### src/rtl/flash_word_fetcher.sv
// flash_word_fetcher: round-robin bus master that fetches 32-bit words from a
// byte-wide flash register slave. Each byte goes through three single
// accesses: address write, status poll loop, data read.
//
// Handshake: a requester raises rN_req_i and holds it until rN_done_o. The
// done pulse lasts exactly one cycle. rN_data_o and rN_err_o are valid with
// that pulse, and rN_data_o holds its value until the port's next done. On
// the bus, m_stb_o and m_cyc_o rise together for one cycle per access.
// m_cyc_o then stays high until the cycle that sees m_ack_i or m_err_i, and
// no new strobe is issued in that cycle.
module flash_word_fetcher #(
  parameter logic [31:0] FLASH_BASE = 32'h1000_0000,
  parameter int          POLL_LIMIT = 255
) (
  input  logic        clk_bus,
  input  logic        rst_bus,
  input  logic        r0_req_i,
  input  logic [22:0] r0_addr_i,
  output logic        r0_done_o,
  output logic [31:0] r0_data_o,
  output logic        r0_err_o,
  input  logic        r1_req_i,
  input  logic [22:0] r1_addr_i,
  output logic        r1_done_o,
  output logic [31:0] r1_data_o,
  output logic        r1_err_o,
  output logic [31:0] m_adr_o,
  output logic [31:0] m_dat_o,
  input  logic [31:0] m_dat_i,
  output logic        m_we_o,
  output logic [3:0]  m_sel_o,
  output logic        m_cyc_o,
  output logic        m_stb_o,
  input  logic        m_ack_i,
  input  logic        m_err_i,
  output logic        busy_o
);

  localparam int CW = (POLL_LIMIT < 1) ? 1 : $clog2(POLL_LIMIT + 1);
  localparam logic [CW-1:0] POLL_LIM = CW'(POLL_LIMIT);

  localparam logic [31:0] ADR_DATA = FLASH_BASE;
  localparam logic [31:0] ADR_ADDR = FLASH_BASE + 32'h4;
  localparam logic [31:0] ADR_STAT = FLASH_BASE + 32'h8;

  typedef enum logic [3:0] {
    IDLE      = 4'd0,
    SET_ADR   = 4'd1,
    WAIT_SET  = 4'd2,
    POLL      = 4'd3,
    WAIT_POLL = 4'd4,
    READ      = 4'd5,
    WAIT_READ = 4'd6,
    DONE      = 4'd7,
    FAIL      = 4'd8
  } state_t;

  state_t          state, state_n;
  logic            gnt;          // granted port: 0 or 1
  logic            rr_last;      // port served most recently
  logic [20:0]     addr_q;       // word address of the granted request
  logic [1:0]      idx;          // byte index within the word
  logic [CW-1:0]   poll_cnt;
  logic [31:0]     asm_q, asm_n;
  logic [31:0]     r0_data_q, r1_data_q;

  logic            grant_load;
  logic            win;
  logic            idx_inc;
  logic            poll_clr;
  logic            poll_inc;
  logic            byte_wr;
  logic            fin_load;
  logic            rr_set;

  // Next-state logic and per-cycle control strobes
  always_comb begin
    state_n    = state;
    grant_load = 1'b0;
    win        = gnt;
    idx_inc    = 1'b0;
    poll_clr   = 1'b0;
    poll_inc   = 1'b0;
    byte_wr    = 1'b0;
    rr_set     = 1'b0;
    case (state)
      IDLE: begin
        if (r0_req_i || r1_req_i) begin
          grant_load = 1'b1;
          // When both ask, the port not served last time wins
          if (r0_req_i && r1_req_i) win = ~rr_last;
          else                      win = r1_req_i;
          state_n = SET_ADR;
        end
      end
      SET_ADR: state_n = WAIT_SET;
      WAIT_SET: begin
        if (m_err_i) state_n = FAIL;
        else if (m_ack_i) begin
          poll_clr = 1'b1;
          state_n  = POLL;
        end
      end
      POLL: state_n = WAIT_POLL;
      WAIT_POLL: begin
        if (m_err_i) state_n = FAIL;
        else if (m_ack_i) begin
          if (m_dat_i[0])              state_n = READ;
          else if (poll_cnt == POLL_LIM) state_n = FAIL;
          else begin
            poll_inc = 1'b1;
            state_n  = POLL;
          end
        end
      end
      READ: state_n = WAIT_READ;
      WAIT_READ: begin
        if (m_err_i) state_n = FAIL;
        else if (m_ack_i) begin
          byte_wr = 1'b1;
          if (idx == 2'd3) state_n = DONE;
          else begin
            idx_inc = 1'b1;
            state_n = SET_ADR;
          end
        end
      end
      DONE: begin
        rr_set  = 1'b1;
        state_n = IDLE;
      end
      FAIL: begin
        rr_set  = 1'b1;
        state_n = IDLE;
      end
      default: state_n = IDLE;
    endcase
  end

  // Result registers load on the edge that enters DONE/FAIL, so data is
  // already valid during the done pulse
  assign fin_load = (state != DONE) && (state != FAIL) &&
                    ((state_n == DONE) || (state_n == FAIL));

  // Assembly word: cleared at grant, one byte inserted per data read
  always_comb begin
    asm_n = asm_q;
    if (grant_load)   asm_n = 32'h0;
    else if (byte_wr) asm_n[{idx, 3'b000} +: 8] = m_dat_i[7:0];
  end

  // State register and datapath registers
  always_ff @(posedge clk_bus or posedge rst_bus) begin
    if (rst_bus) begin
      state     <= IDLE;
      gnt       <= 1'b0;
      rr_last   <= 1'b1;
      addr_q    <= '0;
      idx       <= 2'd0;
      poll_cnt  <= '0;
      asm_q     <= 32'h0;
      r0_data_q <= 32'h0;
      r1_data_q <= 32'h0;
    end else begin
      state <= state_n;
      asm_q <= asm_n;
      if (grant_load) begin
        gnt    <= win;
        addr_q <= win ? r1_addr_i[22:2] : r0_addr_i[22:2];
        idx    <= 2'd0;
      end else if (idx_inc) begin
        idx <= idx + 2'd1;
      end
      if (poll_clr)      poll_cnt <= '0;
      else if (poll_inc) poll_cnt <= poll_cnt + 1'b1;
      if (rr_set) rr_last <= gnt;
      if (fin_load) begin
        if (gnt) r1_data_q <= asm_n;
        else     r0_data_q <= asm_n;
      end
    end
  end

  // Bus signals decoded from state; address and data held through the wait
  always_comb begin
    m_stb_o = (state == SET_ADR) || (state == POLL) || (state == READ);
    m_cyc_o = m_stb_o || (state == WAIT_SET) || (state == WAIT_POLL) ||
              (state == WAIT_READ);
    m_we_o  = (state == SET_ADR) || (state == WAIT_SET);
    m_dat_o = 32'h0;
    m_adr_o = 32'h0;
    case (state)
      SET_ADR, WAIT_SET: begin
        m_adr_o = ADR_ADDR;
        m_dat_o = {9'b0, addr_q, idx};
      end
      POLL, WAIT_POLL: m_adr_o = ADR_STAT;
      READ, WAIT_READ: m_adr_o = ADR_DATA;
      default: m_adr_o = 32'h0;
    endcase
  end

  assign m_sel_o   = 4'hF;
  assign busy_o    = (state != IDLE);
  assign r0_done_o = ((state == DONE) || (state == FAIL)) && !gnt;
  assign r1_done_o = ((state == DONE) || (state == FAIL)) && gnt;
  assign r0_err_o  = (state == FAIL) && !gnt;
  assign r1_err_o  = (state == FAIL) && gnt;
  assign r0_data_o = r0_data_q;
  assign r1_data_o = r1_data_q;

endmodule

### config.mk
export PLATFORM = sky130hd
export DESIGN_NAME = flash_word_fetcher
export DESIGN_NICKNAME = d
export VERILOG_FILES = /design/src/rtl/flash_word_fetcher.sv
export SDC_FILE = /design/constraint.sdc
export NUM_CORES = 1
export LEC_CHECK = 0
export ABC_CLOCK_PERIOD_IN_PS = 13700
export CAP_MARGIN = 20
export CORE_MARGIN = 4
export CORE_UTILIZATION = 50
export CTS_CLUSTER_SIZE = 40
export DETAILED_ROUTE_END_ITERATION = 8
export PLACE_DENSITY = 0.86
export SLEW_MARGIN = 20
export SYNTH_ARGS = -nofsm -noshare
export SYNTH_HDL_FRONTEND = slang
export SYNTH_SLANG_ARGS = --single-unit
### constraint.sdc
create_clock -name clk_bus -period 13.7 [get_ports clk_bus]
set_input_delay 2.74 -clock clk_bus [delete_from_list [all_inputs] [get_ports clk_bus]]
set_output_delay 2.74 -clock clk_bus [all_outputs]
set_load 0.05 [all_outputs]
==> flow_summary_export.csv, run 1 <==
group,metric,value,unit
synth,synth-edff-count,0,
setup_path,cp.arrival,3060,ps
placed_design,hpwl,11800,um
setup_path,critPathCaptureType,"output pin",
synth,synth_top_area_frac,0.488,
global_route,grt_pass1_wl,27200,um
sta,fin_crit,5800,ps
floorplan,rows,42,
final_layout,area_growth,29.9,%
sta,skew,7.24,ps
final_layout,final_util,0.664,
detailed_routing,drc,0,
sta,finalSetupTns,0,ps
final_layout,nets,852,
power,switchingPower,0.000807,W
global_route,grt_antenna_before_repair,0,
placed_design,gp_congestion,0.859,
clock_tree,clkSlewWorstSetupHoldPaths,60,ps
setup_path,path_cells,"inv_1, nor4_1, a31oi_1, nor2_1, clkdlybuf4s50_1",
detailed_routing,routed_wl,16700,um
sta,hold_viol,0,
sta,slew_headroom,0.311,
clock_tree,cts_hold_buf,0,
detailed_routing,vias,5026,
clock_tree,cts_buffer_depth,2,
floorplan,initial_core_util,0.511,
clock_tree,numCtsBuffers,17,
synth,synth-async-reset-ratio,1.00,
synth,synth_common_cells,"dfrtp_1, nand2_1, buf_4, mux2_4, a21oi_1",
power,cellLeakagePower,3.98,nW
power,p_per_area,207,nW/um2
sta,rsz0062_at_grt,"false",
synth,synth.area.top_cells,"dfrtp_1, mux2_4, nand2_1",
clock_tree,post_cts_resize_count,0,
detailed_routing,via_per_inst,5.28,
power,swShare,0.443,
power,power.share.sequential,0.290,
synth,synth.avg_cell_area,10.9,um2
clock_tree,clockRootBuffer,"clkbuf_16",
clock_tree,clock-sinks,133,
clock_tree,cts_max_level,4,
global_route,overflow,0,
clock_tree,cts_tree,"done",
clock_tree,insertion_delay,410,ps
power,peakVddDrop,0.0822,mV
synth,synth_top_area_cell,"dfrtp_1",
setup_path,cp_data_required_time,10960,ps
setup_path,cp_slowest_cell,"dfrtp_1",
sta,finalSetupViolations,0,
power,pwr-share-clk,0.241,
sta,worstMarginPinSlew,1030,ps
global_route,track_usage,0.218,
final_layout,multiInputGateArea,3040,um2
sta,min_period_over_period,0.423,
synth,synth.ff_latch_count,133,
job,maxCapViolations,0,
floorplan,die-area,15500,um2
final_layout,regArea,3330,um2
setup_path,cp-start-kind,"flip-flop",
detailed_routing,dr.pass1.iters,4,
synth,yosysUniqueCellTypes,59,
synth,ys_seq_area_frac,0.492,
detailed_routing,drt_iter0_drc,379,
power,intPower,0.00101,W
global_route,grt_pass1_vias,5074,
status,status,"completed",
placed_design,port-buffer-count,153,
floorplan,core,13200,um2
floorplan,die_w,124,um
detailed_routing,drtAntennaViolNets,0,
final_layout,fillers,990,
synth,syn-instance-count,622,
setup_path,crit_type,"flip-flop to output pin",
synth,yosys_warnings,0,
final_layout,drive_above_1_share,0.151,
detailed_routing,routedWlPerCell,17.6,um
setup_path,max_stage_delay,880,ps
power,combPwrFrac,0.469,
setup_path,rrSetupSlack,9840,ps
synth,synthFlopType,"dfrtp_1",
global_route,grt_max_degree,95,
floorplan,io_pins,224,
sta,max_clock_freq,172,MHz
synth,synth_most_common_cell,"dfrtp_1",
worst_hold_path,hp-class,"flip-flop to flip-flop",
setup_path,cp_max_fo,24,
clock_tree,post_cts_buffers,0,
final_layout,diodes,0,
sta,slew_violations,0,
synth,synth_area,6770,um2
floorplan,fp.dieH,124,um
-- power groups by stage --
stage	logic [W]	clock network [W]	registers (W)
finish	0.000854	0.000440	0.000527
detailed placement	0.000844	0	0.000533
global placement	0.000828	0	0.000529
CTS	0.000845	0.000448	0.000527
floorplan	0.000551	0	0.000598
global route	0.000907	0.000469	0.000538
-- logic make-up after synthesis --
logic type | synth area share
simple gates | 0.149
flops | 0.492
compound gates | 0.116
buf+inv | 0.0848
mux | 0.135
xor+xnor | 0.0116
fa+ha+maj | 0.0111
other cells | 0.00111
-- through the flow --
| step | hold WS [ps] | total power, W | cell area, um2 | worst slack, ps | instances |
|---|---|---|---|---|---|
| floorplan | 442 | 0.00115 | 6920 | 7410 | 662 |
| global placement | 457 | 0.00136 | 8170 | 7730 | 918 |
| detailed placement | 465 | 0.00138 | 8170 | 7630 | 918 |
| CTS | 477 | 0.00182 | 8750 | 7880 | 950 |
| global route | 505 | 0.00191 | 8790 | 7680 | 951 |
| finish | 470 | 0.00182 | 8790 | 7900 | 951 |
-- final cells by class --
cell class | instances | area share
Sequential cell | 133 | 0.379
Tap cell | 176 | 0.0250
Inverter | 10 | 0.00455
Clock buffer | 20 | 0.0508
Multi-Input combinational cell | 443 | 0.346
Clock inverter | 12 | 0.0149
Timing Repair Buffer | 157 | 0.180
-- critical path: cells and delay by family (launching register included) --
kind	cells	cell delay, ps
AO/OA/AOI/OAI	1	110
AND/OR/NAND/NOR	2	650
flip-flops	1	880
buffers and inverters	2	1010
-- registers in the layout, summed over array words and instances (netlist names) --
signal,flops
asm_q,32
r0_data_o,32
r1_data_o,32
addr_q,21
poll_cnt,8
state,4
idx,2
gnt,1
rr_last,1
-- path summary, 6_finish.rpt --
kind	startpoint	depth (start not counted)	to
worst max register to register	state[3]	6	r1_data_o[23]
min in group asynchronous	rst_bus	2	r1_data_o[24]
max in group asynchronous	rst_bus	3	r0_data_o[7]
worst min register to register	addr_q[10]	2	addr_q[10]
worst max-delay path	state[3]	5	r0_done_o
worst min-delay path	addr_q[10]	2	addr_q[10]
-- routing by layer --
layer / part of all wire / global-route usage / vias to the layer above
met5: 0 / 0 / -
li1: - / - / 2374
met3: 0.087 / 0.0931 / 13
met1: 0.41 / 0.264 / 2443
met2: 0.50 / 0.357 / 196
met4: 0.0076 / 0.0587 / 0
-- layout by cell type, fill, tap and decap left out, drive strengths merged, types with 5 or more instances in the layout --
cell	instances
nand4	13
nor2	19
o211ai	9
mux2i	22
or2	24
xor2	5
nand3	5
clkdlybuf4s50	153
a31oi	18
nor3	5
dfrtp	132
nand2	85
ha	6
a211oi	18
inv	9
and2	24
nor4	6
mux2	48
conb	42
clkinv	7
o21ai	23
a21oi	33
clkbuf	20
Note: power is estimated with default switching activity, not from simulation.
==> run 2: changes to the inputs <==
--- a/config.mk
+++ b/config.mk
@@ -5,13 +5,13 @@
 export SDC_FILE = /design/constraint.sdc
 export NUM_CORES = 1
 export LEC_CHECK = 0
-export ABC_CLOCK_PERIOD_IN_PS = 13700
+export ABC_CLOCK_PERIOD_IN_PS = 5000
 export CAP_MARGIN = 20
 export CORE_MARGIN = 4
-export CORE_UTILIZATION = 50
+export CORE_UTILIZATION = 42
 export CTS_CLUSTER_SIZE = 40
 export DETAILED_ROUTE_END_ITERATION = 8
-export PLACE_DENSITY = 0.86
+export PLACE_DENSITY = 0.77
 export SLEW_MARGIN = 20
 export SYNTH_ARGS = -nofsm -noshare
 export SYNTH_HDL_FRONTEND = slang
==> constraint.sdc (replaced) <==
create_clock -name clk_bus -period 5 [get_ports clk_bus]
set_input_delay 1 -clock clk_bus [delete_from_list [all_inputs] [get_ports clk_bus]]
set_output_delay 1 -clock clk_bus [all_outputs]
set_load 0.05 [all_outputs]
==> flow_summary_export.csv, run 2 (same netlist as run 1, synthesis figures left out) <==
group,metric,value,unit
status,status,"completed",
global_route,grt_antenna_before_repair,0,
placed_design,hpwl,11700,um
final_layout,drive_above_1_share,0.161,
setup_path,cp-start-kind,"flip-flop",
final_layout,area_growth,32.1,%
clock_tree,cts_hold_buf,0,
setup_path,cp.arrival,3150,ps
detailed_routing,dr.pass1.iters,4,
floorplan,die_w,135,um
detailed_routing,drt_iter0_drc,277,
worst_hold_path,hold_end,"addr_q[11]",
clock_tree,post_cts_resize_count,0,
detailed_routing,routedWlPerCell,16.6,um
floorplan,rows,46,
detailed_routing,drc,0,
setup_path,r2r-start,"state[2]",
global_route,grt_pass1_wl,26200,um
setup_path,critPathCaptureType,"output pin",
sta,hold_viol,0,
detailed_routing,drtAntennaViolNets,0,
sta,skew,10.4,ps
sta,min_period_over_period,0.831,
sta,rsz0062_at_grt,"false",
sta,slew_violations,0,
clock_tree,insertion_delay,420,ps
clock_tree,clock-sinks,133,
placed_design,dpl.cell_count,966,
clock_tree,cts_tree,"done",
clock_tree,cts_max_level,4,
placed_design,port-buffer-count,153,
job,maxCapViolations,0,
detailed_routing,vias,4998,
detailed_routing,via_per_inst,5.01,
setup_path,cp_data_required_time,4000,ps
power,cellLeakagePower,4.05,nW
worst_hold_path,hold_depth,2,
floorplan,initial_core_util,0.428,
floorplan,die-area,18200,um2
sta,slew_headroom,0.310,
floorplan,core,15800,um2
setup_path,cp_max_fo,24,
clock_tree,cts_buffer_depth,2,
global_route,overflow,0,
final_layout,diodes,0,
final_layout,final_common_cell,"clkdlybuf4s50_1",
final_layout,nets,859,
global_route,track_usage,0.182,
setup_path,r2r_end,"r1_data_o[23]",
power,p_per_area,574,nW/um2
detailed_routing,routed_wl,16600,um
floorplan,fp.dieH,135,um
setup_path,crit_type,"flip-flop to output pin",
setup_path,rrSetupSlack,1740,ps
clock_tree,clkSlewWorstSetupHoldPaths,50,ps
clock_tree,post_cts_buffers,0,
floorplan,io_pins,224,
worst_hold_path,min_from,"addr_q[11]",
global_route,grt_pass1_vias,4907,
sta,finalSetupTns,0,ps
final_layout,final_cell_mix,"clkdlybuf4s50_1, dfrtp_1, nand2_1",
sta,fin_crit,4150,ps
sta,finalSetupViolations,0,
worst_hold_path,hp-class,"flip-flop to flip-flop",
power,peakVddDrop,0.286,mV
global_route,grt_max_degree,81,
clock_tree,numCtsBuffers,17,
sta,worstMarginPinSlew,1030,ps
sta,max_clock_freq,241,MHz
placed_design,gp_congestion,0.795,
setup_path,r2r_cells,5,
final_layout,final_cells,998,
clock_tree,clockRootBuffer,"clkbuf_16",
power,p_total,0.00514,W
[run 2: cell types whose count changed in the layout (fill, tap and decap cells not counted), sizes merged]
| cell | change |
|---|---|
| clkinv | -3 |
| inv | +1 |
| clkinvlp | -1 |
| bufinv | +2 |
| clkbuf | +1 |
| buf | +7 |
[run 2: worst max path at each step]
stage | startpoint | end | depth (start not counted)
after floorplan | rst_bus | addr_q[0] | 1
after global placement | m_dat_i[0] | r0_data_o[23] | 6
after detailed placement | m_dat_i[0] | r1_data_o[23] | 6
after CTS | state[3] | r1_done_o | 5
after global routing | state[3] | r0_done_o | 5
final | state[3] | r1_done_o | 5
[run 2: final cells by class]
cell class,instances,area [um2]
fill,1369,6880
sequential,133,3330
multi-input combinational,443,3040
timing repair buffer,164,1610
clock buffer,21,480
tap,216,270
clock inverter,11,170
inverter,10,42.5
[run 2: power by group]
part,switching [W],total (W),internal [W]
combinational,0.00158,0.00233,0.000756
clock,0.000473,0.00136,0.000888
sequential,0.000175,0.00145,0.00127
[run 2: critical path: stages, from the launching register on]
cell	delay [ps]
dfrtp_1	880
inv_1	170
nor4_1	510
a31oi_1	120
nor2_1	200
clkdlybuf4s50_1	850
[run 2: per-stage QoR]
step / utilization / setup slack (ps) / cell area, um2 / hold WS, ps
after global routing: 0.565 / 707 / 8950 / 496
after floorplan: - / 447 / 6920 / 442
after detailed placement: 0.524 / 1080 / 8290 / 465
after CTS: 0.565 / 830 / 8940 / 478
final: 0.565 / 847 / 8950 / 470
after global placement: 0.524 / 1090 / 8290 / 455
[run 2: metal layers]
layer  track usage  share of wire  vias up
met5             0              0        -
met4        0.0521          0.011        0
met3        0.0753           0.10       13
met2         0.275           0.45      194
met1         0.241           0.43     2404
li1              -              -     2387
